===== src/rtl/simple_axi_pkg.sv =====
// Shared types for simple_axi_master and its round-robin command arbiter.
package simple_axi_pkg;

    typedef enum logic [1:0] {
        RW_NOP   = 2'b00,
        RW_WRITE = 2'b01,
        RW_READ  = 2'b10
    } rw_cmd_e;

    typedef enum logic [2:0] {
        SZ_BYTE  = 3'd0,
        SZ_HALF  = 3'd1,
        SZ_WORD  = 3'd2,
        SZ_DWORD = 3'd3
    } transfer_size_e;

    typedef enum logic [1:0] {
        RESP_OKAY   = 2'b00,
        RESP_EXOKAY = 2'b01,
        RESP_SLVERR = 2'b10,
        RESP_DECERR = 2'b11
    } axi_resp_e;

    typedef enum logic [1:0] {
        S_IDLE  = 2'd0,
        S_ISSUE = 2'd1,
        S_WAIT  = 2'd2
    } arb_state_e;

    localparam int STAT_W = 16;

endpackage


===== src/rtl/sam_rr_pick.sv =====
// Combinational round-robin picker: first set request at or above i_ptr, wrapping.
module sam_rr_pick #(
    parameter int N_REQ = 4,
    parameter int IDX_W = 2
) (
    input  logic [N_REQ-1:0] i_req,
    input  logic [IDX_W-1:0] i_ptr,
    output logic [N_REQ-1:0] o_grant,
    output logic [IDX_W-1:0] o_idx,
    output logic             o_any
);

    logic [IDX_W-1:0] cand;

    always_comb begin
        o_grant = '0;
        o_idx   = '0;
        o_any   = 1'b0;
        cand    = '0;
        for (int k = 0; k < N_REQ; k++) begin
            cand = IDX_W'((int'(i_ptr) + k) % N_REQ);
            if (!o_any && i_req[cand]) begin
                o_any         = 1'b1;
                o_grant[cand] = 1'b1;
                o_idx         = cand;
            end
        end
    end

endmodule


===== src/rtl/simple_axi_master_arbiter.sv =====
// Round-robin arbiter sharing one simple_axi_master command port among N_REQ requesters.
// Define SIMPLE_AXI_ARB_STATS_EN to add saturating per-requester completion/error counters.
module simple_axi_master_arbiter
    import simple_axi_pkg::*;
#(
    parameter int N_REQ  = 4,
    parameter int ADDR_W = 32,
    parameter int DATA_W = 64
) (
    input  logic                    i_clk,
    input  logic                    i_rst_n,
    input  logic [N_REQ-1:0]        i_req_valid,
    output logic [N_REQ-1:0]        o_req_ready,
    input  logic [N_REQ*2-1:0]      i_req_rw,
    input  logic [N_REQ*3-1:0]      i_req_size,
    input  logic [N_REQ*ADDR_W-1:0] i_req_addr,
    input  logic [N_REQ*DATA_W-1:0] i_req_wdata,
    output logic [N_REQ-1:0]        o_rsp_valid,
    output logic [DATA_W-1:0]       o_rsp_rdata,
    output logic                    o_rsp_error,
    output logic                    o_rsp_invalid,
    output logic                    o_busy,
    output logic [1:0]              m_rw,
    output logic [2:0]              m_size,
    output logic [ADDR_W-1:0]       m_addr,
    output logic [DATA_W-1:0]       m_wdata,
    output logic                    m_clear,
    input  logic [DATA_W-1:0]       m_rdata,
    input  logic                    m_wait,
    input  logic                    m_done,
    input  logic                    m_error,
    input  logic                    m_invalid
`ifdef SIMPLE_AXI_ARB_STATS_EN
    ,
    output logic [N_REQ*16-1:0]     o_stat_done,
    output logic [N_REQ*16-1:0]     o_stat_err
`endif
);

    localparam int IDX_W = (N_REQ > 1) ? $clog2(N_REQ) : 1;

    arb_state_e        state_q, state_d;
    logic [IDX_W-1:0]  rr_ptr_q, rr_ptr_d;
    logic [IDX_W-1:0]  owner_q, owner_d;
    logic [1:0]        rw_q, rw_d;
    logic [2:0]        size_q, size_d;
    logic [ADDR_W-1:0] addr_q, addr_d;
    logic [DATA_W-1:0] wdata_q, wdata_d;

    logic [N_REQ-1:0]  grant;
    logic [IDX_W-1:0]  grant_idx;
    logic              grant_any;
    logic [N_REQ-1:0]  req_ready;
    logic              done_now;

    sam_rr_pick #(.N_REQ(N_REQ), .IDX_W(IDX_W)) u_pick (
        .i_req   (i_req_valid),
        .i_ptr   (rr_ptr_q),
        .o_grant (grant),
        .o_idx   (grant_idx),
        .o_any   (grant_any)
    );

    always_comb begin
        state_d   = state_q;
        rr_ptr_d  = rr_ptr_q;
        owner_d   = owner_q;
        rw_d      = rw_q;
        size_d    = size_q;
        addr_d    = addr_q;
        wdata_d   = wdata_q;
        req_ready = '0;
        done_now  = 1'b0;
        case (state_q)
            S_IDLE: begin
                if (grant_any) begin
                    req_ready = grant;
                    owner_d   = grant_idx;
                    state_d   = S_ISSUE;
                    for (int i = 0; i < N_REQ; i++) begin
                        if (grant[i]) begin
                            rw_d    = i_req_rw[i*2 +: 2];
                            size_d  = i_req_size[i*3 +: 3];
                            addr_d  = i_req_addr[i*ADDR_W +: ADDR_W];
                            wdata_d = i_req_wdata[i*DATA_W +: DATA_W];
                        end
                    end
                end
            end
            // A misaligned command is rejected by the master in the issue cycle itself.
            S_ISSUE: begin
                if (m_done) done_now = 1'b1;
                else        state_d  = S_WAIT;
            end
            S_WAIT: begin
                if (m_done && !m_wait) done_now = 1'b1;
            end
            default: state_d = S_IDLE;
        endcase
        if (done_now) begin
            state_d  = S_IDLE;
            rr_ptr_d = (owner_q == IDX_W'(N_REQ - 1)) ? '0 : owner_q + 1'b1;
        end
    end

    always_ff @(posedge i_clk) begin
        if (!i_rst_n) begin
            state_q  <= S_IDLE;
            rr_ptr_q <= '0;
            owner_q  <= '0;
        end else begin
            state_q  <= state_d;
            rr_ptr_q <= rr_ptr_d;
            owner_q  <= owner_d;
        end
    end

    always_ff @(posedge i_clk) begin
        rw_q    <= rw_d;
        size_q  <= size_d;
        addr_q  <= addr_d;
        wdata_q <= wdata_d;
    end

    // Handshake strobes are masked during reset so an aborted transaction never reports.
    assign o_req_ready   = i_rst_n ? req_ready : '0;
    assign o_rsp_valid   = (done_now && i_rst_n) ? (N_REQ'(1) << owner_q) : '0;
    assign o_rsp_rdata   = done_now ? m_rdata : '0;
    assign o_rsp_error   = done_now & m_error;
    assign o_rsp_invalid = done_now & m_invalid;
    assign m_clear       = done_now & i_rst_n;
    assign o_busy        = (state_q != S_IDLE);
    assign m_rw          = (state_q == S_ISSUE) ? rw_q    : 2'b00;
    assign m_size        = (state_q == S_ISSUE) ? size_q  : 3'b000;
    assign m_addr        = (state_q == S_ISSUE) ? addr_q  : '0;
    assign m_wdata       = (state_q == S_ISSUE) ? wdata_q : '0;

`ifdef SIMPLE_AXI_ARB_STATS_EN
    logic [STAT_W-1:0] stat_done_q [N_REQ];
    logic [STAT_W-1:0] stat_done_d [N_REQ];
    logic [STAT_W-1:0] stat_err_q  [N_REQ];
    logic [STAT_W-1:0] stat_err_d  [N_REQ];

    always_comb begin
        for (int i = 0; i < N_REQ; i++) begin
            stat_done_d[i] = stat_done_q[i];
            stat_err_d[i]  = stat_err_q[i];
            if (o_rsp_valid[i] && (stat_done_q[i] != '1))
                stat_done_d[i] = stat_done_q[i] + 1'b1;
            if (o_rsp_valid[i] && o_rsp_error && (stat_err_q[i] != '1))
                stat_err_d[i] = stat_err_q[i] + 1'b1;
        end
    end

    always_ff @(posedge i_clk) begin
        for (int i = 0; i < N_REQ; i++) begin
            if (!i_rst_n) begin
                stat_done_q[i] <= '0;
                stat_err_q[i]  <= '0;
            end else begin
                stat_done_q[i] <= stat_done_d[i];
                stat_err_q[i]  <= stat_err_d[i];
            end
        end
    end

    for (genvar g = 0; g < N_REQ; g++) begin : g_stat
        assign o_stat_done[g*16 +: 16] = stat_done_q[g];
        assign o_stat_err[g*16 +: 16]  = stat_err_q[g];
    end
`endif

endmodule


===== config.mk =====
export PLATFORM = sky130hd
export DESIGN_NAME = simple_axi_master_arbiter
export DESIGN_NICKNAME = d
export VERILOG_FILES = /design/src/rtl/simple_axi_pkg.sv /design/src/rtl/sam_rr_pick.sv /design/src/rtl/simple_axi_master_arbiter.sv
export SDC_FILE = /design/constraint.sdc
export NUM_CORES = 1
export LEC_CHECK = 0
export ABC_AREA = 1
export BUFFER_PORTS_ARGS = -buffer_cell sky130_fd_sc_hd__buf_2
export CAP_MARGIN = 10
export CORE_AREA = 2 2 255 257
export CTS_CLUSTER_DIAMETER = 100
export DETAILED_ROUTE_END_ITERATION = 7
export DIE_AREA = 0 0 257 259
export GPL_ROUTABILITY_DRIVEN = 0
export GPL_TIMING_DRIVEN = 0
export PLACE_DENSITY_LB_ADDON = 0.3
export SLEW_MARGIN = 20
export SYNTH_ARGS = -nofsm -noshare
export SYNTH_HDL_FRONTEND = slang
export SYNTH_SLANG_ARGS = --single-unit

===== constraint.sdc =====
create_clock -name i_clk -period 9.05 [get_ports i_clk]
set_clock_uncertainty 0.1 [all_clocks]
set_input_delay 2.715 -clock i_clk [delete_from_list [all_inputs] [get_ports i_clk]]
set_output_delay 2.715 -clock i_clk [all_outputs]
set_load 0.005 [all_outputs]

==> results of run 1 <==
[critical path, delay by kind of cell]
family                 cells  cell delay [ns]
AND/OR/NAND/NOR            7             0.86
buffers and inverters      8             1.35
[sequential cells by signal, summed over array words and instances, names as in the netlist]
register	cells
addr_q	32
owner_q	2
rr_ptr_q	2
rw_q	2
size_q	3
state_q	2
wdata_q	64
[through the flow]
stage / hold WS [ns] / area, µm² / total power, mW
after floorplan: 0.410 / 9910 / 2.30
after global placement: 0.472 / 14300 / 3.31
after detailed placement: 0.450 / 14400 / 3.37
after CTS: 0.471 / 14700 / 3.83
after global routing: 0.499 / 14700 / 4.08
final: 0.476 / 14700 / 3.75
[cell usage after synthesis, drive strengths merged]
master | count | area (µm²)
dfxtp | 6 | 120
edfxtp | 101 | 3030
ha | 15 | 188
a211oi | 2 | 15.0
o31ai | 1 | 7.51
o32ai | 1 | 8.76
nor2 | 83 | 322
o21bai | 1 | 7.51
o21ai | 5 | 25.0
o211ai | 1 | 7.51
nand4 | 4 | 25.0
nor3 | 1 | 5.00
buf | 60 | 305
nand2 | 333 | 1260
clkbuf | 35 | 131
nand3 | 222 | 1130
inv | 604 | 2270
a21oi | 209 | 1050
[worst paths after layout]
check	start	endpoint	slack (ns)	cells after the start
worst max-delay path	i_req_valid[1]	o_req_ready[3]	1.28	15
worst min-delay path	owner_q[0]$_SDFFE_PN0P_	rr_ptr_q[0]$_SDFFE_PN0P_	0.48	1
worst max register to register	rr_ptr_q[1]$_SDFFE_PN0P_	wdata_q[51]$_DFFE_PP_	4.45	15
worst min register to register	owner_q[0]$_SDFFE_PN0P_	rr_ptr_q[0]$_SDFFE_PN0P_	0.48	1
[logic make-up after synthesis]
group                      count (synthesis)  share of synthesized area, %
DFF                                      107                          31.8
and+or+nand+nor                          643                          27.7
AOI/OAI and AO/OA                        220                          11.3
adders and majority gates                 15                          1.89
buffers and inverters                    699                          27.3
[metal layers]
metal / vias up / share of wire, % / routed length [µm] / GRT usage [%]
met2: 446 / 47 / 25400 / 25.9
met4: 6 / 2.2 / 1200 / 4.33
li1: 6291 / - / - / -
met3: 53 / 6.1 / 3270 / 3.30
met1: 5443 / 44 / 23600 / 19.5
met5: - / 0.067 / 36 / 0
[power by group through the flow]
| stage | clock (mW) | combinational, mW | sequential (mW) |
|---|---|---|---|
| floorplan | 0 | 1.22 | 1.08 |
| global placement | 0 | 2.18 | 1.13 |
| detailed placement | 0 | 2.30 | 1.07 |
| CTS | 0.464 | 2.31 | 1.06 |
| global route | 0.474 | 2.52 | 1.08 |
| finish | 0.439 | 2.26 | 1.06 |
[final cells by class]
type / count / area [µm²]
well taps: 855 / 1070
diodes: 4 / 10.0
clock buffers: 10 / 229
clock inverters: 5 / 60.1
flip-flops and latches: 107 / 3150
multi-input cells: 878 / 4060
repair buffers: 659 / 3410
inverters: 604 / 2270
fillers: 7422 / 49200
plain buffers: 95 / 439
==> impl_metrics.json, run 1 <==
{
  "status": "finished, final reports clean",
  "final_cell_mix": "buf_2 (706), inv_1 (586), nand2_1 (332)",
  "routed_wl_um": 53400,
  "peakVddDrop_mv": 0.0926,
  "initial_core_util_pct": 15.5,
  "post-route-util_pct": 23.0,
  "worst_slack_ns": 1.28,
  "rsz0062_at_grt": "false",
  "synthCells": 1684,
  "cts_tree": "built",
  "hold_buffers": 0,
  "grt_pass1_wl_um": 75000,
  "finalHoldViolCount": 0,
  "clkSlewWorstSetupHoldPaths_ns": 0.09,
  "cts_buffers": 9,
  "layout-drive-gt1-share_pct": 32.1,
  "slew_headroom_pct": 36.4,
  "clock_sinks": 107,
  "pin_count": 655,
  "grt_pass1_vias": 11700,
  "overflow": 0,
  "required_ns": 6.24,
  "setup_tns_ns": 0,
  "die_h_um": 259,
  "core_area_um2": 63900,
  "power_density_nw_per_um2": 255,
  "crit_type": "in2out",
  "final_common_cell": "buf_2",
  "switching_power_mw": 1.78,
  "instances_no_fill": 3217,
  "htree_levels": 3,
  "p_int_mw": 1.98,
  "worstSkewPairLatency_ns": 0.39,
  "syn-num-nets": 2177,
  "num-nets-final": 2847,
  "ys_types": 27,
  "die_area_um2": 66600,
  "finalSetupViolations": 0,
  "die_x_um": 257,
  "min_period_over_period_pct": 85.9,
  "path_common_cell": "buf_2",
  "drv_cap": 0,
  "cts_setup_buffers": 0,
  "yosysSeqAreaShare_pct": 31.8,
  "sw_frac_of_total_pct": 47.3,
  "synth-seq-cells": 107,
  "fp-row-count": 93,
  "detail_route.first_pass.iterations": 5,
  "route.vias.total": 12200,
  "avgSynthCellArea_um2": 5.88,
  "cts-root-buf": "clkbuf_16",
  "fin_crit_ns": 7.77,
  "drc_errors": 0,
  "grt_max_degree": 22,
  "tightest_slew_ns": 0.954,
  "p_comb_share_pct": 60.2,
  "p_clk_share_pct": 11.7,
  "drv_slew": 0,
  "critPathMaxFanout": 11,
  "critPathLaunchType": "input pin",
  "antenna_left": 0,
  "crit_path_max_incr_delay_ns": 0.44,
  "critPathCaptureType": "output port",
  "areaGrowthSynthToFinish_pct": 48.4,
  "cp_cell_sequence": "buf_2 -> inv_1 -> nand2_1 -> nand3_1 -> nand2_4 -> inv_2 -> nand3_2 -> inv_2 -> nand2_1 -> nand3_2 -> buf_2 -> buf_2 -> nand3_1 -> inv_1 -> buf_2",
  "crit_arrival_ns": 4.96,
  "viasPerCell": 3.80,
  "pre_cts_ws_ns": 1.17,
  "cp_slowest_cell": "buf_2",
  "port_buffers": 654,
  "dp_cells": 3198,
  "synth_warnings": 0,
  "antenna_found_initial": 5,
  "netlist_area_um2": 9910,
  "grt_use_total_pct": 15.3,
  "pwr-share-seq_pct": 28.1,
  "drt_iter0_drc": 871,
  "hpwl_um": 43500,
  "ctsLongestPathBuffers": 2,
  "power.leakage_nw": 9.98,
  "wl_per_cell_um": 16.6,
  "hold_class": "reg2reg",
  "cts.repair.resized": 0,
  "timing.fmax_ghz": 0.129
}
Note: power is estimated with default switching activity, not from simulation.
==> run 2: changes to the inputs <==
CORE_AREA = 2 2 252 254   (was 2 2 255 257)
DIE_AREA = 0 0 254 256   (was 0 0 257 259)
SYNTH_HIERARCHICAL = 1   (was unset)
==> run 2 against run 1 <==
Against the previous run:
- worst setup slack improved by 0.28 ns
- worst hold slack worse by 0.092 ns
- cell area down 8.9%
- critical path depth shrank 2
- critical path type unchanged
- clock power fell by 2%
- synthesized cell count shrank 18%
- non-clock buffer count is 10 lower
- synthesized area fell by 13%
==> impl_metrics.json, run 2 <==
{
  "worstHoldStart": "state_q[1]$_SDFFE_PP0P_",
  "hold_buffers": 0,
  "clkSlewWorstSetupHoldPaths_ns": 0.07,
  "grt_pass1_wl_um": 65600,
  "synth-edff-count": 101,
  "reg_top3": "wdata_q (64), addr_q (32), size_q (3)",
  "post-route-util_pct": 21.5,
  "synth_top_area_cell": "edfxtp_1",
  "peakVddDrop_mv": 0.102,
  "htree_levels": 3,
  "drv_slew": 0,
  "rsz0062_at_grt": "false",
  "die_x_um": 254,
  "path_common_cell": "nand2_1",
  "slew_headroom_pct": 50.6,
  "initial_core_util_pct": 13.8,
  "power.leakage_nw": 8.06,
  "grt_max_degree": 23,
  "yosys_most_used_dff": "edfxtp_1",
  "finalSetupViolations": 0,
  "fillCellCount": 7285,
  "cts.repair.resized": 0,
  "netlist_area_um2": 8620,
  "crit_path_max_incr_delay_ns": 0.53,
  "core_area_um2": 62400,
  "yosys-top-cells-area": "edfxtp_1 (35%), nand2_1 (23%), a21oi_1 (12%), inv_1 (8.4%), nor2_1 (7.3%)",
  "cts_buffers": 9,
  "final_cell_mix": "buf_2 (709), nand2_1 (532), a21oi_1 (213)",
  "drt_iter0_drc": 579,
  "yosysSeqAreaShare_pct": 36.6,
  "wl_per_cell_um": 15.9,
  "grt_pass1_vias": 10700,
  "finalHoldViolCount": 0,
  "power_density_nw_per_um2": 275,
  "path_buf_inv": 6,
  "regMostFlops": "wdata_q",
  "timing.fmax_ghz": 0.133,
  "synth_top_family_by_area": "simple AND/OR/NAND/NOR gates",
  "setup_tns_ns": 0,
  "synth.top_cell.area_share_pct": 35.2,
  "areaGrowthSynthToFinish_pct": 55.5,
  "grt_use_total_pct": 13.7,
  "ys_async_sr_fraction_pct": 0,
  "tightest_slew_ns": 0.740,
  "synth_mux_area_share_pct": 0,
  "route.vias.total": 11000,
  "crit_arrival_ns": 4.68,
  "antenna_left": 0,
  "critPathLaunchType": "input pin",
  "synth_warnings": 6,
  "cts_tree": "built",
  "antenna_found_initial": 3,
  "pin_count": 655,
  "routed_wl_um": 46000,
  "largest_reg_flops": 64,
  "multi_input_area_um2": 4230,
  "crit_type": "in2out",
  "synthCells": 1373,
  "drv_cap": 0,
  "final_common_cell": "buf_2",
  "cts_setup_buffers": 0,
  "worstSkewPairLatency_ns": 0.38,
  "synth.most_common_cell": "nand2_1",
  "synth_xor_area_share_pct": 0,
  "syn-num-nets": 1865,
  "drc_errors": 0,
  "port_buffers": 653,
  "ctsLongestPathBuffers": 2,
  "cp_slowest_cell": "clkbuf_1",
  "synthAdderAreaFrac_pct": 2.03,
  "overflow": 0,
  "instances_no_fill": 2895,
  "dp_cells": 2877,
  "critPathCaptureType": "output port",
  "synth-seq-cells": 107,
  "crit_start": "i_req_valid[3]",
  "die_h_um": 256,
  "synthTopCellsByCount": "nand2_1 (532), a21oi_1 (214), inv_1 (192)",
  "hpwl_um": 38200,
  "ys_types": 22,
  "fin_crit_ns": 7.49,
  "synth-simple-area-share_pct": 34.1,
  "fp-row-count": 92,
  "min_period_over_period_pct": 82.8,
  "avgSynthCellArea_um2": 6.28,
  "ff_latch_area_um2": 3150,
  "critical-path-top-delay-family": "buffers and inverters",
  "reg2reg_from": "rr_ptr_q[0]$_SDFFE_PN0N_",
  "viasPerCell": 3.80,
  "detail_route.first_pass.iterations": 5,
  "critPathMaxFanout": 10,
  "hold_class": "reg2reg",
  "status": "finished, final reports clean",
  "cts-root-buf": "clkbuf_16",
  "required_ns": 6.24,
  "synth_compound_area_share_pct": 12.9,
  "num-nets-final": 2534,
  "layout-drive-gt1-share_pct": 37.9,
  "die_area_um2": 65000,
  "cp_cell_sequence": "buf_2 -> inv_1 -> nand2_1 -> nand2_1 -> nand2_1 -> nand2_1 -> inv_1 -> nand3_1 -> nand3_1 -> inv_1 -> clkbuf_1 -> nor2_1 -> buf_2",
  "clock_sinks": 107,
  "p_total_mw": 3.68
}
==> run 2: metal layers <==
metal | track usage (%) | wire [µm] | vias up
li1 | - | - | 5569
met1 | 15.4 | 18400 | 4952
met2 | 25.0 | 23400 | 430
met3 | 2.60 | 2550 | 40
met4 | 5.72 | 1610 | 0
met5 | 0 | 0 | -
==> run 2: path summary, 6_finish.rpt <==
check                           slack, ns                      end  cells past startpoint
worst max register to register       4.71    wdata_q[39]$_DFFE_PP_                     14
worst max-delay path                 1.56           o_req_ready[2]                     13
worst min-delay path                 0.38  state_q[1]$_SDFFE_PP0P_                      2
worst min register to register       0.38  state_q[1]$_SDFFE_PP0P_                      2
==> run 2: logic make-up after synthesis <==
group,count (synthesis)
AND/OR/NAND/NOR,751
buffers and inverters,281
AO/OA/AOI/OAI,220
flip-flops,107
adder cells (fa/ha/maj),14
==> run 2: through the flow <==
| step | area [µm²] | hold WS, ns | setup WS [ns] |
|---|---|---|---|
| 6_report | 13400 | 0.384 | 1.56 |
| 3_3_place_gp | 12900 | 0.374 | -1.01 |
| 3_5_place_dp | 13100 | 0.377 | 1.55 |
| 2_1_floorplan | 8620 | 0.354 | 1.76 |
| 4_1_cts | 13400 | 0.388 | 1.54 |
| 5_1_grt | 13400 | 0.420 | 1.32 |
==> run 2: area by class of cell <==
class,count,area share [%]
clock inverter,7,0.560
buffer,86,3.80
inverter,195,5.46
multi-input combinational,985,31.6
tap,846,7.90
clock buffer,9,1.68
sequential,107,23.5
timing repair buffer,658,25.4
antenna,2,0.0374
==> run 2: worst reg2reg max path: stages (launching register included) <==
cell and delay, ns:
dfxtp_1 0.59, inv_2 0.20, ha_1 0.41, inv_1 0.10
nand3_1 0.09, nand2_1 0.06, nor2_1 0.34, a21oi_1 0.13
nand3_1 0.19, buf_2 0.48, nor3_1 0.16, a21oi_4 0.59
buf_16 0.25, buf_16 0.18, buf_16 0.18
==> run 2: power by group <==
group	switching, mW	internal, mW
Combinational	1.40	0.791
Sequential	0.0778	0.978
Clock	0.214	0.217
Total	1.69	1.99
